--- src/rtl/spi_frame_master.sv ---
// SPI mode-0 frame master: streams NUM_BYTES register bytes (address = position) MSB first
// under one ss-low window, fetching each byte from a synchronous RAM one byte ahead.
module spi_frame_master #(
    parameter int NUM_BYTES   = 25,
    parameter int ADDR_W      = 5,
    parameter int HALF_PERIOD = 4,
    parameter int SS_SETUP    = 4
) (
    input  logic              clk,
    input  logic              rst_n,
    input  logic              start,
    output logic              busy,
    output logic              done,
    output logic              rd_en,
    output logic [ADDR_W-1:0] rd_addr,
    input  logic [7:0]        rd_data,
    output logic              ss,
    output logic              sclk,
    output logic              mosi
);

    localparam int CNT_MAX = (HALF_PERIOD > SS_SETUP) ? HALF_PERIOD : SS_SETUP;
    localparam int CNT_W   = (CNT_MAX > 1) ? $clog2(CNT_MAX) : 1;
    localparam int BYTE_W  = (NUM_BYTES > 1) ? $clog2(NUM_BYTES) : 1;

    localparam logic [CNT_W-1:0]  HP_LAST   = CNT_W'(HALF_PERIOD - 1);
    localparam logic [CNT_W-1:0]  SS_LAST   = CNT_W'(SS_SETUP - 1);
    localparam logic [BYTE_W-1:0] BYTE_LAST = BYTE_W'(NUM_BYTES - 1);

    typedef enum logic [2:0] {
        IDLE,
        FETCH,
        SETUP,
        LOW,
        HIGH,
        HOLD,
        GAP
    } state_t;

    state_t              state_reg, state_next;
    logic [CNT_W-1:0]    cnt_reg, cnt_next;
    logic [2:0]          bit_cnt_reg, bit_cnt_next;
    logic [BYTE_W-1:0]   byte_cnt_reg, byte_cnt_next;

    logic                ss_reg, sclk_reg, busy_reg, done_reg;
    logic                rd_en_reg, rd_pend_reg;
    logic [ADDR_W-1:0]   rd_addr_reg;
    logic [7:0]          shift_reg, pf_buf_reg;

    logic                accept, fall_edge, prefetch;

    always_comb begin
        state_next    = state_reg;
        cnt_next      = cnt_reg;
        bit_cnt_next  = bit_cnt_reg;
        byte_cnt_next = byte_cnt_reg;
        accept        = 1'b0;
        fall_edge     = 1'b0;
        prefetch      = 1'b0;

        case (state_reg)
            IDLE: begin
                if (start) begin
                    accept        = 1'b1;
                    state_next    = FETCH;
                    cnt_next      = '0;
                    bit_cnt_next  = '0;
                    byte_cnt_next = '0;
                end
            end
            FETCH: begin
                state_next = SETUP;
                cnt_next   = '0;
            end
            SETUP: begin
                if (cnt_reg == SS_LAST) begin
                    state_next = LOW;
                    cnt_next   = '0;
                end else begin
                    cnt_next = cnt_reg + CNT_W'(1);
                end
            end
            LOW: begin
                if (cnt_reg == HP_LAST) begin
                    state_next = HIGH;
                    cnt_next   = '0;
                end else begin
                    cnt_next = cnt_reg + CNT_W'(1);
                end
            end
            HIGH: begin
                if (cnt_reg == HP_LAST) begin
                    fall_edge    = 1'b1;
                    cnt_next     = '0;
                    bit_cnt_next = bit_cnt_reg + 3'd1;
                    // Next byte's read goes out as bit 1 begins, leaving 6+ bit times for the RAM.
                    prefetch     = (bit_cnt_reg == 3'd0) && (byte_cnt_reg != BYTE_LAST);
                    if (bit_cnt_reg == 3'd7 && byte_cnt_reg == BYTE_LAST) begin
                        state_next    = HOLD;
                        byte_cnt_next = '0;
                    end else begin
                        state_next = LOW;
                        if (bit_cnt_reg == 3'd7) begin
                            byte_cnt_next = byte_cnt_reg + BYTE_W'(1);
                        end
                    end
                end else begin
                    cnt_next = cnt_reg + CNT_W'(1);
                end
            end
            HOLD: begin
                if (cnt_reg == SS_LAST) begin
                    state_next = GAP;
                    cnt_next   = '0;
                end else begin
                    cnt_next = cnt_reg + CNT_W'(1);
                end
            end
            GAP: begin
                if (cnt_reg == SS_LAST) begin
                    state_next = IDLE;
                    cnt_next   = '0;
                end else begin
                    cnt_next = cnt_reg + CNT_W'(1);
                end
            end
            default: begin
                state_next = IDLE;
                cnt_next   = '0;
            end
        endcase
    end

    // Pin registers are loaded from the next state so every output is a flop.
    always_ff @(posedge clk or negedge rst_n) begin
        if (!rst_n) begin
            state_reg    <= IDLE;
            cnt_reg      <= '0;
            bit_cnt_reg  <= '0;
            byte_cnt_reg <= '0;
            ss_reg       <= 1'b1;
            sclk_reg     <= 1'b0;
            busy_reg     <= 1'b0;
            done_reg     <= 1'b0;
            rd_en_reg    <= 1'b0;
            rd_pend_reg  <= 1'b0;
            rd_addr_reg  <= '0;
            shift_reg    <= '0;
            pf_buf_reg   <= '0;
        end else begin
            state_reg    <= state_next;
            cnt_reg      <= cnt_next;
            bit_cnt_reg  <= bit_cnt_next;
            byte_cnt_reg <= byte_cnt_next;
            ss_reg       <= (state_next == IDLE) || (state_next == GAP);
            sclk_reg     <= (state_next == HIGH);
            busy_reg     <= (state_next != IDLE);
            done_reg     <= (state_reg == HOLD) && (state_next == GAP);
            rd_en_reg    <= accept || prefetch;
            rd_pend_reg  <= rd_en_reg;

            if (accept) begin
                rd_addr_reg <= '0;
            end else if (prefetch) begin
                rd_addr_reg <= ADDR_W'(byte_cnt_reg + BYTE_W'(1));
            end

            // Byte 0 goes straight to the shifter during SETUP; later bytes wait in the buffer.
            if (rd_pend_reg && state_reg == SETUP) begin
                shift_reg <= rd_data;
            end else if (fall_edge) begin
                if (bit_cnt_reg == 3'd7) begin
                    if (byte_cnt_reg != BYTE_LAST) begin
                        shift_reg <= pf_buf_reg;
                    end
                end else begin
                    shift_reg <= {shift_reg[6:0], 1'b0};
                end
            end

            if (rd_pend_reg && state_reg != SETUP) begin
                pf_buf_reg <= rd_data;
            end
        end
    end

    assign ss      = ss_reg;
    assign sclk    = sclk_reg;
    assign mosi    = shift_reg[7];
    assign busy    = busy_reg;
    assign done    = done_reg;
    assign rd_en   = rd_en_reg;
    assign rd_addr = rd_addr_reg;

endmodule

--- config.mk ---
export PLATFORM = sky130hd
export DESIGN_NAME = spi_frame_master
export DESIGN_NICKNAME = d
export VERILOG_FILES = /design/src/rtl/spi_frame_master.sv
export SDC_FILE = /design/constraint.sdc
export NUM_CORES = 1
export LEC_CHECK = 0
export BUFFER_PORTS_ARGS = -buffer_cell sky130_fd_sc_hd__buf_2
export CORE_MARGIN = 2
export CORE_UTILIZATION = 40
export CTS_CLUSTER_SIZE = 16
export DETAILED_ROUTE_END_ITERATION = 8
export PLACE_DENSITY = 0.55
export SLEW_MARGIN = 40
export SYNTH_ARGS = -nofsm -noshare
export SYNTH_HDL_FRONTEND = slang
export SYNTH_SLANG_ARGS = --single-unit
export TNS_END_PERCENT = 50
--- constraint.sdc ---
create_clock -name clk -period 2.1 [get_ports clk]
set_input_delay 0.42 -clock clk [delete_from_list [all_inputs] [get_ports clk]]
set_output_delay 0.42 -clock clk [all_outputs]
set_load 0.05 [all_outputs]
==> impl_metrics.env, run 1 <==
export IMPL_maxSlewViolCount=0
export IMPL_switching_share=0.212
export IMPL_synth_edf_count=0
export IMPL_synthArstFlopShare=1.00
export IMPL_synthTopCellsByArea="dfrtp_1, mux2_2, mux2i_1"
export IMPL_diodes=0
export IMPL_cts_setup_buffers=0
export IMPL_ctsRootBufferMaster="clkbuf_8"
export IMPL_synth_top_cell_by_area="dfrtp_1"
export IMPL_place_gp_congestion=0.874
export IMPL_startpoint_type="register"
export IMPL_fin_worst_skew_ps=5.92
export IMPL_seq_area_frac_synth=0.524
export IMPL_core_area_um2=4660
export IMPL_die_area_um2=5350
export IMPL_p_sw_w=0.000278
export IMPL_reg2regPathDepth=6
export IMPL_drt_iter0_markers=111
export IMPL_r2r_setup_slack_ps=270
export IMPL_slew_headroom=0.608
export IMPL_grt_total_usage=0.157
export IMPL_grt_first_pass_wirelength_um=6360
export IMPL_grt_pass1_vias=1354
export IMPL_drive_above_1_share=0.239
export IMPL_power_density_nw_per_um2=601
export IMPL_ys_flop_type="dfrtp_1"
export IMPL_drc=0
export IMPL_netlist_instances=177
export IMPL_overflow=0
export IMPL_setup_tns_ps=0
export IMPL_viasPerCell=5.34
export IMPL_rsz0062_at_grt="no"
export IMPL_clock_sinks=40
export IMPL_cts_resized_gates=0
export IMPL_reg2reg_from="byte_cnt_reg[0]"
export IMPL_cts_buffers_inserted=5
export IMPL_synth_seq_cells=40
export IMPL_final_core_util=0.469
export IMPL_ios=22
export IMPL_fin_ws_ps=273
export IMPL_synth_fp_nets=194
export IMPL_tightest_slew_ps=583
export IMPL_cap_violations=0
export IMPL_fin_total_pwr_w=0.00131
export IMPL_final_net_count=221
export IMPL_synth_distinct_cells=42
export IMPL_area_growth_pct=14.3
export IMPL_crit_fanout=11
export IMPL_hold_path_class="input port to async pin"
export IMPL_initial_utilization=0.410
export IMPL_worstPathArrival_ps=1980
export IMPL_clock_path_buffers=2
export IMPL_avgRoutedWirePerCell_um=14.4
export IMPL_final_cell_area_um2=2190
export IMPL_cp_slowest_cell="nand4bb_1"
export IMPL_grt_max_degree=22
export IMPL_clkTransAtPathRegs_ps=70
export IMPL_antenna_found_initial=0
export IMPL_die_w_um=73.2
export IMPL_wl_um=3730
export IMPL_num_vias=1384
export IMPL_max_freq_mhz=547
export IMPL_postRouteAntennaNets=0
export IMPL_path_class="register to register"
export IMPL_yosysMostFrequentCell="dfrtp_1"
export IMPL_hold_viol_final=0
export IMPL_yosys_warnings=0
export IMPL_worstPathRequired_ps=2250
export IMPL_synth_area_um2=1910
export IMPL_seq_power_share=0.598
export IMPL_min_period_ps=1830
export IMPL_ir_drop_mv=0.230
export IMPL_worst_setup_path_end_kind="register"
export IMPL_cp_cell_sequence="inv_1, ha_1, and4b_1, nand4bb_1, nand3_1, o21ai_0"
export IMPL_clock_latency_ps=290
export IMPL_status="completed"
export IMPL_synth_top_cell_area_share=0.510
export IMPL_die_y_um=73.2
export IMPL_portBuffers=21
export IMPL_place_area_um2=2110
export IMPL_synthTopCellsByCount="dfrtp_1, o21ai_0, nand2_1, nand3_1, nor2_1"
export IMPL_crit_family="simple AND/OR/NAND/NOR gates"
export IMPL_cts_tree="built"
export IMPL_pwr_share_comb=0.036
export IMPL_max_stage_delay_ps=440
export IMPL_hold_buffers=0
export IMPL_htreeDepth=2
export IMPL_dr_pass1_iters=4
export IMPL_hpwl_um=2790
export IMPL_crit_buf_inv=1
export IMPL_num_rows=25
export IMPL_power_internal_w=0.00104
export IMPL_timing_rr_end="rd_addr[2]"
export IMPL_power_leakage_nw=0.971
export IMPL_p_clk_frac=0.366
export IMPL_pre_cts_ws_ps=273
export IMPL_setup_violations_final=0
export IMPL_postSynthAreaPerCell_um2=10.8
export IMPL_fin_crit_sh=0.870
[how the worst max path moves through the flow]
stage                          from            to  slack, ps  cells after the start
finish              byte_cnt_reg[0]    rd_addr[2]        270                      6
global route        byte_cnt_reg[0]    rd_addr[4]        130                      6
floorplan                cnt_reg[0]  shift_reg[3]        460                      7
detailed placement  byte_cnt_reg[0]    rd_addr[3]        270                      6
global placement    byte_cnt_reg[0]  shift_reg[1]        380                      7
CTS                 byte_cnt_reg[0]    rd_addr[3]        250                      6
[cell type report]
type	count	area, µm²
Fill cell	421	2470
Sequential cell	40	1000
Multi-Input combinational cell	121	837
Timing Repair Buffer	28	170
Clock buffer	8	80.1
Tap cell	54	67.6
Inverter	8	30.0
[power by group through the flow]
stage	Combinational, W	Clock (W)	Sequential, W
6_report	0.0000476	0.000481	0.000786
5_1_grt	0.0000548	0.000539	0.000787
4_1_cts	0.0000500	0.000502	0.000786
3_5_place_dp	0.0000499	0	0.000801
3_3_place_gp	0.0000486	0	0.000800
2_1_floorplan	0.0000116	0	0.000803
[worst reg2reg max path, cell delays in order, from the launching register on]
cell	delay (ps)
dfrtp_1	420
inv_1	70
ha_1	200
and4b_1	260
nand4bb_1	440
nand3_1	210
o21ai_0	100
[cell families after synthesis]
kind of cell    count (synthesis)  share of synthesized area
compound gates                 38                      0.136
xor+xnor                        3                     0.0137
fa+ha+maj                       6                     0.0392
buf+inv                        16                     0.0386
flops                          40                      0.524
mux                            17                     0.0948
simple gates                   57                      0.154
[layer usage]
| metal | vias up | part of all wire | GRT usage |
|---|---|---|---|
| met5 | - | 0 | 0 |
| li1 | 680 | - | - |
| met1 | 668 | 0.45 | 0.197 |
| met3 | 9 | 0.034 | 0.0331 |
| met4 | 0 | 0.026 | 0.0864 |
| met2 | 27 | 0.49 | 0.251 |
[cell usage in the layout, fill, tap and decap left out, types with 4 or more instances in the layout]
cell type | synthesis | routed
clkbuf_8 | 0 | 5
o21ai_0 | 16 | 16
nor2_1 | 10 | 10
buf_2 | 2 | 21
inv_1 | 8 | 8
mux2_2 | 9 | 9
nand3_1 | 10 | 10
nand2_1 | 14 | 14
buf_4 | 1 | 6
ha_1 | 6 | 6
nor3_1 | 8 | 8
dfrtp_1 | 39 | 39
a211oi_1 | 5 | 5
mux2i_1 | 8 | 8
a21oi_1 | 4 | 4
[stage by stage]
| stage | hold slack (ps) | cells |
|---|---|---|
| 2_1_floorplan | 124 | 177 |
| 3_3_place_gp | 354 | 251 |
| 3_5_place_dp | 360 | 251 |
| 4_1_cts | 101 | 259 |
| 5_1_grt | 121 | 259 |
| 6_report | 83.5 | 259 |
Power figures use the tool's default switching activity.
==> inputs of run 2 (changes only) <==
RECOVER_POWER = 50   (was not set)
==> run 2 against run 1 <==
Effect of this change:
- core utilization down 0.51 points
- clock power about the same
- clock skew about the same
- largest power group unchanged
==> impl_metrics.env, run 2 (synthesis results as in run 1) <==
export IMPL_grt_first_pass_wirelength_um=6360
export IMPL_grt_max_degree=22
export IMPL_hpwl_um=2790
export IMPL_fin_crit_sh=0.870
export IMPL_avgRoutedWirePerCell_um=14.5
export IMPL_drive_above_1_share=0.215
export IMPL_num_vias=1376
export IMPL_ctsRootBufferMaster="clkbuf_8"
export IMPL_place_gp_congestion=0.874
export IMPL_reg2reg_from="byte_cnt_reg[0]"
export IMPL_die_area_um2=5350
export IMPL_cts_setup_buffers=0
export IMPL_route_met2_wl_um=1830
export IMPL_cts_tree="built"
export IMPL_hold_viol_final=0
export IMPL_cts_buffers_inserted=5
export IMPL_die_y_um=73.2
export IMPL_mostFrequentLayoutCells="dfrtp_1, buf_2, o21ai_0"
export IMPL_startpoint_type="register"
export IMPL_drc=0
export IMPL_worstPathArrival_ps=1980
export IMPL_final_common_cell="dfrtp_1"
export IMPL_drt_iter0_markers=96
export IMPL_slew_headroom=0.299
export IMPL_num_rows=25
export IMPL_critPathLaunch="byte_cnt_reg[0]"
export IMPL_initial_utilization=0.410
export IMPL_postRouteAntennaNets=0
export IMPL_htreeDepth=2
export IMPL_area_growth_pct=13.1
export IMPL_power_leakage_nw=0.953
export IMPL_min_period_ps=1830
export IMPL_worstPathRequired_ps=2250
export IMPL_routed_top_layer="met4"
export IMPL_place_inst=251
export IMPL_tightest_slew_ps=1050
export IMPL_place_area_um2=2110
export IMPL_ios=22
export IMPL_hold_path_class="input port to async pin"
export IMPL_hold_buffers=0
export IMPL_cap_violations=0
export IMPL_portBuffers=21
export IMPL_max_freq_mhz=547
export IMPL_path_class="register to register"
export IMPL_grt_pass1_vias=1354
export IMPL_clkTransAtPathRegs_ps=70
export IMPL_met3WireLength_um=119
export IMPL_overflow=0
export IMPL_worst_setup_path_end_kind="register"
export IMPL_viasPerCell=5.31
export IMPL_seqCellArea_um2=1000
export IMPL_clock_latency_ps=290
export IMPL_fin_cells=259
export IMPL_multiInputGateArea_um2=837
export IMPL_final_core_util=0.464
export IMPL_antenna_found_initial=0
export IMPL_maxSlewViolCount=0
export IMPL_core_area_um2=4660
export IMPL_final_cell_area_um2=2160
export IMPL_wl_um=3740
export IMPL_status="completed"
export IMPL_clock_path_buffers=2
export IMPL_crit_fanout=11
export IMPL_ir_drop_mv=0.230
export IMPL_setup_violations_final=0
export IMPL_fin_worst_skew_ps=6.16
export IMPL_wl_met1_um=1690
export IMPL_dr_pass1_iters=4
export IMPL_num_fill_cells=424
export IMPL_die_w_um=73.2
export IMPL_rsz0062_at_grt="no"
export IMPL_final_net_count=221
export IMPL_clock_sinks=40
export IMPL_setup_tns_ps=0
export IMPL_cts_resized_gates=0
export IMPL_diodes=0
export IMPL_power_density_nw_per_um2=606
export IMPL_grt_total_usage=0.157
-- run 2: changes by cell type in the layout (fill, tap and decap cells not counted), sizes merged --
cell | previous run | this run
buf | 28 | 22
clkbuf | 8 | 14
-- run 2: worst max-delay path, stage by stage (launching register included) --
cell	delay [ps]
dfrtp_1	420
inv_1	70
ha_1	200
and4b_1	260
nand4bb_1	440
nand3_1	210
o21ai_0	100
-- run 2: layout make-up --
class | count | share of cell area
clock buffer | 8 | 0.0370
inverter | 8 | 0.0139
multi-input combinational | 121 | 0.387
sequential | 40 | 0.463
tap | 54 | 0.0312
timing repair buffer | 28 | 0.0677
-- run 2: worst paths after layout --
path / slack [ps] / end / cells after the start
max reg2reg: 270 / rd_addr[2] / 6
max in group asynchronous: 700 / ss / 2
max: 270 / rd_addr[2] / 6
min reg2reg: 370 / rd_pend_reg / 0
min: 300 / byte_cnt_reg[4] / 1
min in group clk: 370 / rd_pend_reg / 0
-- run 2: report_power, final --
part	internal, W	switching [W]
Sequential	0.000781	0.00000534
Clock	0.000236	0.000245
Combinational	0.0000164	0.0000274
-- run 2: per-stage QoR --
stage / hold WS, ps / setup WS (ps) / power, W
2_1_floorplan: 124 / 463 / 0.000815
3_3_place_gp: 354 / 382 / 0.000849
3_5_place_dp: 360 / 273 / 0.000851
4_1_cts: 101 / 255 / 0.00134
5_1_grt: 369 / 130 / 0.00138
6_report: 299 / 273 / 0.00131
-- run 2: metal layers --
metal | vias to the layer above | GRT usage
li1 | 681 | -
met1 | 662 | 0.197
met2 | 24 | 0.251
met3 | 9 | 0.0331
met4 | 0 | 0.0864
met5 | - | 0
==> inputs of run 3 (changes only) <==
CORE_UTILIZATION = 45   (was 40)
PLACE_DENSITY = 0.61   (was 0.55)
TNS_END_PERCENT = 100   (was 50)
==> run 3 against run 2 <==
Effect of this change:
- hold slack gained 62 ps
- combinational power grew 0.9%
- count of clock-buffer cells in the layout shrank 1
- critical endpoint is now pf_buf_reg[3]
==> impl_metrics.env, run 3 (synthesis results as in run 1) <==
export IMPL_cts_setup_buffers=0
export IMPL_power_internal_w=0.00103
export IMPL_p_sw_w=0.000274
export IMPL_tightest_slew_ps=980
export IMPL_ctsRootBufferMaster="clkbuf_8"
export IMPL_postRouteAntennaNets=0
export IMPL_ios=22
export IMPL_dr_pass1_iters=5
export IMPL_p_clk_frac=0.363
export IMPL_seq_power_share=0.603
export IMPL_die_w_um=69.2
export IMPL_startpoint_type="register"
export IMPL_worstPathRequired_ps=2270
export IMPL_die_area_um2=4790
export IMPL_worstPathArrival_ps=2020
export IMPL_grt_total_usage=0.173
export IMPL_switching_share=0.210
export IMPL_wl_um=3860
export IMPL_place_gp_congestion=0.763
export IMPL_hold_viol_final=0
export IMPL_grt_pass1_vias=1432
export IMPL_drive_above_1_share=0.221
export IMPL_fin_worst_skew_ps=9.83
export IMPL_diodes=0
export IMPL_cts_buffers_inserted=5
export IMPL_die_y_um=69.2
export IMPL_ir_drop_mv=0.342
export IMPL_pwr_share_comb=0.034
export IMPL_fin_ws_ps=253
export IMPL_fin_total_pwr_w=0.00130
export IMPL_setup_violations_final=0
export IMPL_area_growth_pct=12.6
export IMPL_pre_cts_ws_ps=251
export IMPL_status="completed"
export IMPL_cts_tree="built"
export IMPL_initial_utilization=0.471
export IMPL_power_density_nw_per_um2=606
export IMPL_cap_violations=0
export IMPL_mostFrequentLayoutCells="dfrtp_1, buf_2, o21ai_0"
export IMPL_path_class="register to register"
export IMPL_rsz0062_at_grt="no"
export IMPL_crit_fanout=12
export IMPL_num_rows=23
export IMPL_htreeDepth=2
export IMPL_clock_sinks=40
export IMPL_clock_path_buffers=2
export IMPL_viasPerCell=5.53
export IMPL_hold_path_class="input port to async pin"
export IMPL_drt_iter0_markers=70
export IMPL_core_area_um2=4060
export IMPL_final_net_count=220
export IMPL_grt_first_pass_wirelength_um=6560
export IMPL_min_period_ps=1850
export IMPL_antenna_found_initial=0
export IMPL_max_freq_mhz=542
export IMPL_num_fill_cells=367
export IMPL_hold_buffers=0
export IMPL_clkTransAtPathRegs_ps=80
export IMPL_worst_setup_path_end_kind="register"
export IMPL_maxSlewViolCount=0
export IMPL_whs_ps=361
export IMPL_hpwl_um=2760
export IMPL_power_leakage_nw=0.953
export IMPL_clock_latency_ps=290
export IMPL_portBuffers=21
export IMPL_overflow=0
export IMPL_avgRoutedWirePerCell_um=15.2
export IMPL_final_common_cell="dfrtp_1"
export IMPL_slew_headroom=0.347
export IMPL_num_vias=1405
export IMPL_setup_tns_ps=0
export IMPL_drc=0
export IMPL_fin_crit_sh=0.879
export IMPL_cts_resized_gates=0
export IMPL_grt_max_degree=41
run 3: cell types whose count changed in the layout (fill, tap and decap cells not counted), sizes merged:
cell / delta
clkbuf: -2
clkinv: +1
run 3: path summary, 6_finish.rpt:
check | from | end | slack, ps | depth (start not counted)
worst max-delay path | state_reg[1] | pf_buf_reg[3] | 250 | 4
worst min-delay path | rst_n | pf_buf_reg[7] | 360 | 2
worst max register to register | state_reg[1] | pf_buf_reg[3] | 250 | 4
worst min register to register | rd_en | rd_pend_reg | 370 | 0
max in group asynchronous | rst_n | shift_reg[1] | 1120 | 2
min in group clk | rd_data[0] | shift_reg[0] | 360 | 3
run 3: final cells by class:
cell class	instances	area, µm²	share of cell area
inverters	8	30.0	0.0139
repair buffers	27	140	0.0651
clock inverters	1	5.00	0.00232
well taps	50	62.6	0.0291
multi-input cells	121	837	0.389
clock buffers	7	76.3	0.0354
flip-flops and latches	40	1000	0.465
run 3: routing by layer:
| layer | up-vias | track usage | wire, µm |
|---|---|---|---|
| met1 | 684 | 0.218 | 1790 |
| li1 | 680 | - | - |
| met3 | 10 | 0.0407 | 140 |
| met2 | 31 | 0.275 | 1820 |
| met5 | - | 0 | 0 |
| met4 | 0 | 0.0959 | 106 |
run 3: stage by stage:
| step | util | instance area [µm²] | cells |
|---|---|---|---|
| 2_1_floorplan | - | 1910 | 177 |
| 3_3_place_gp | 0.513 | 2080 | 246 |
| 3_5_place_dp | 0.513 | 2080 | 246 |
| 4_1_cts | 0.533 | 2160 | 254 |
| 5_1_grt | 0.531 | 2150 | 254 |
| 6_report | 0.531 | 2150 | 254 |
run 3: critical path: stages, from the launching register on:
cell and delay [ps]:
dfrtp_1 550, and2b_1 280, inv_1 70, o21ai_2 420
mux2_2 400
run 3: power groups by stage:
stage          Combinational (W)  Clock, W  Sequential [W]
2_1_floorplan          0.0000116         0        0.000803
3_3_place_gp           0.0000444         0        0.000800
3_5_place_dp           0.0000461         0        0.000801
4_1_cts                0.0000465  0.000496        0.000786
5_1_grt                0.0000501  0.000530        0.000787
6_report               0.0000442  0.000474        0.000786
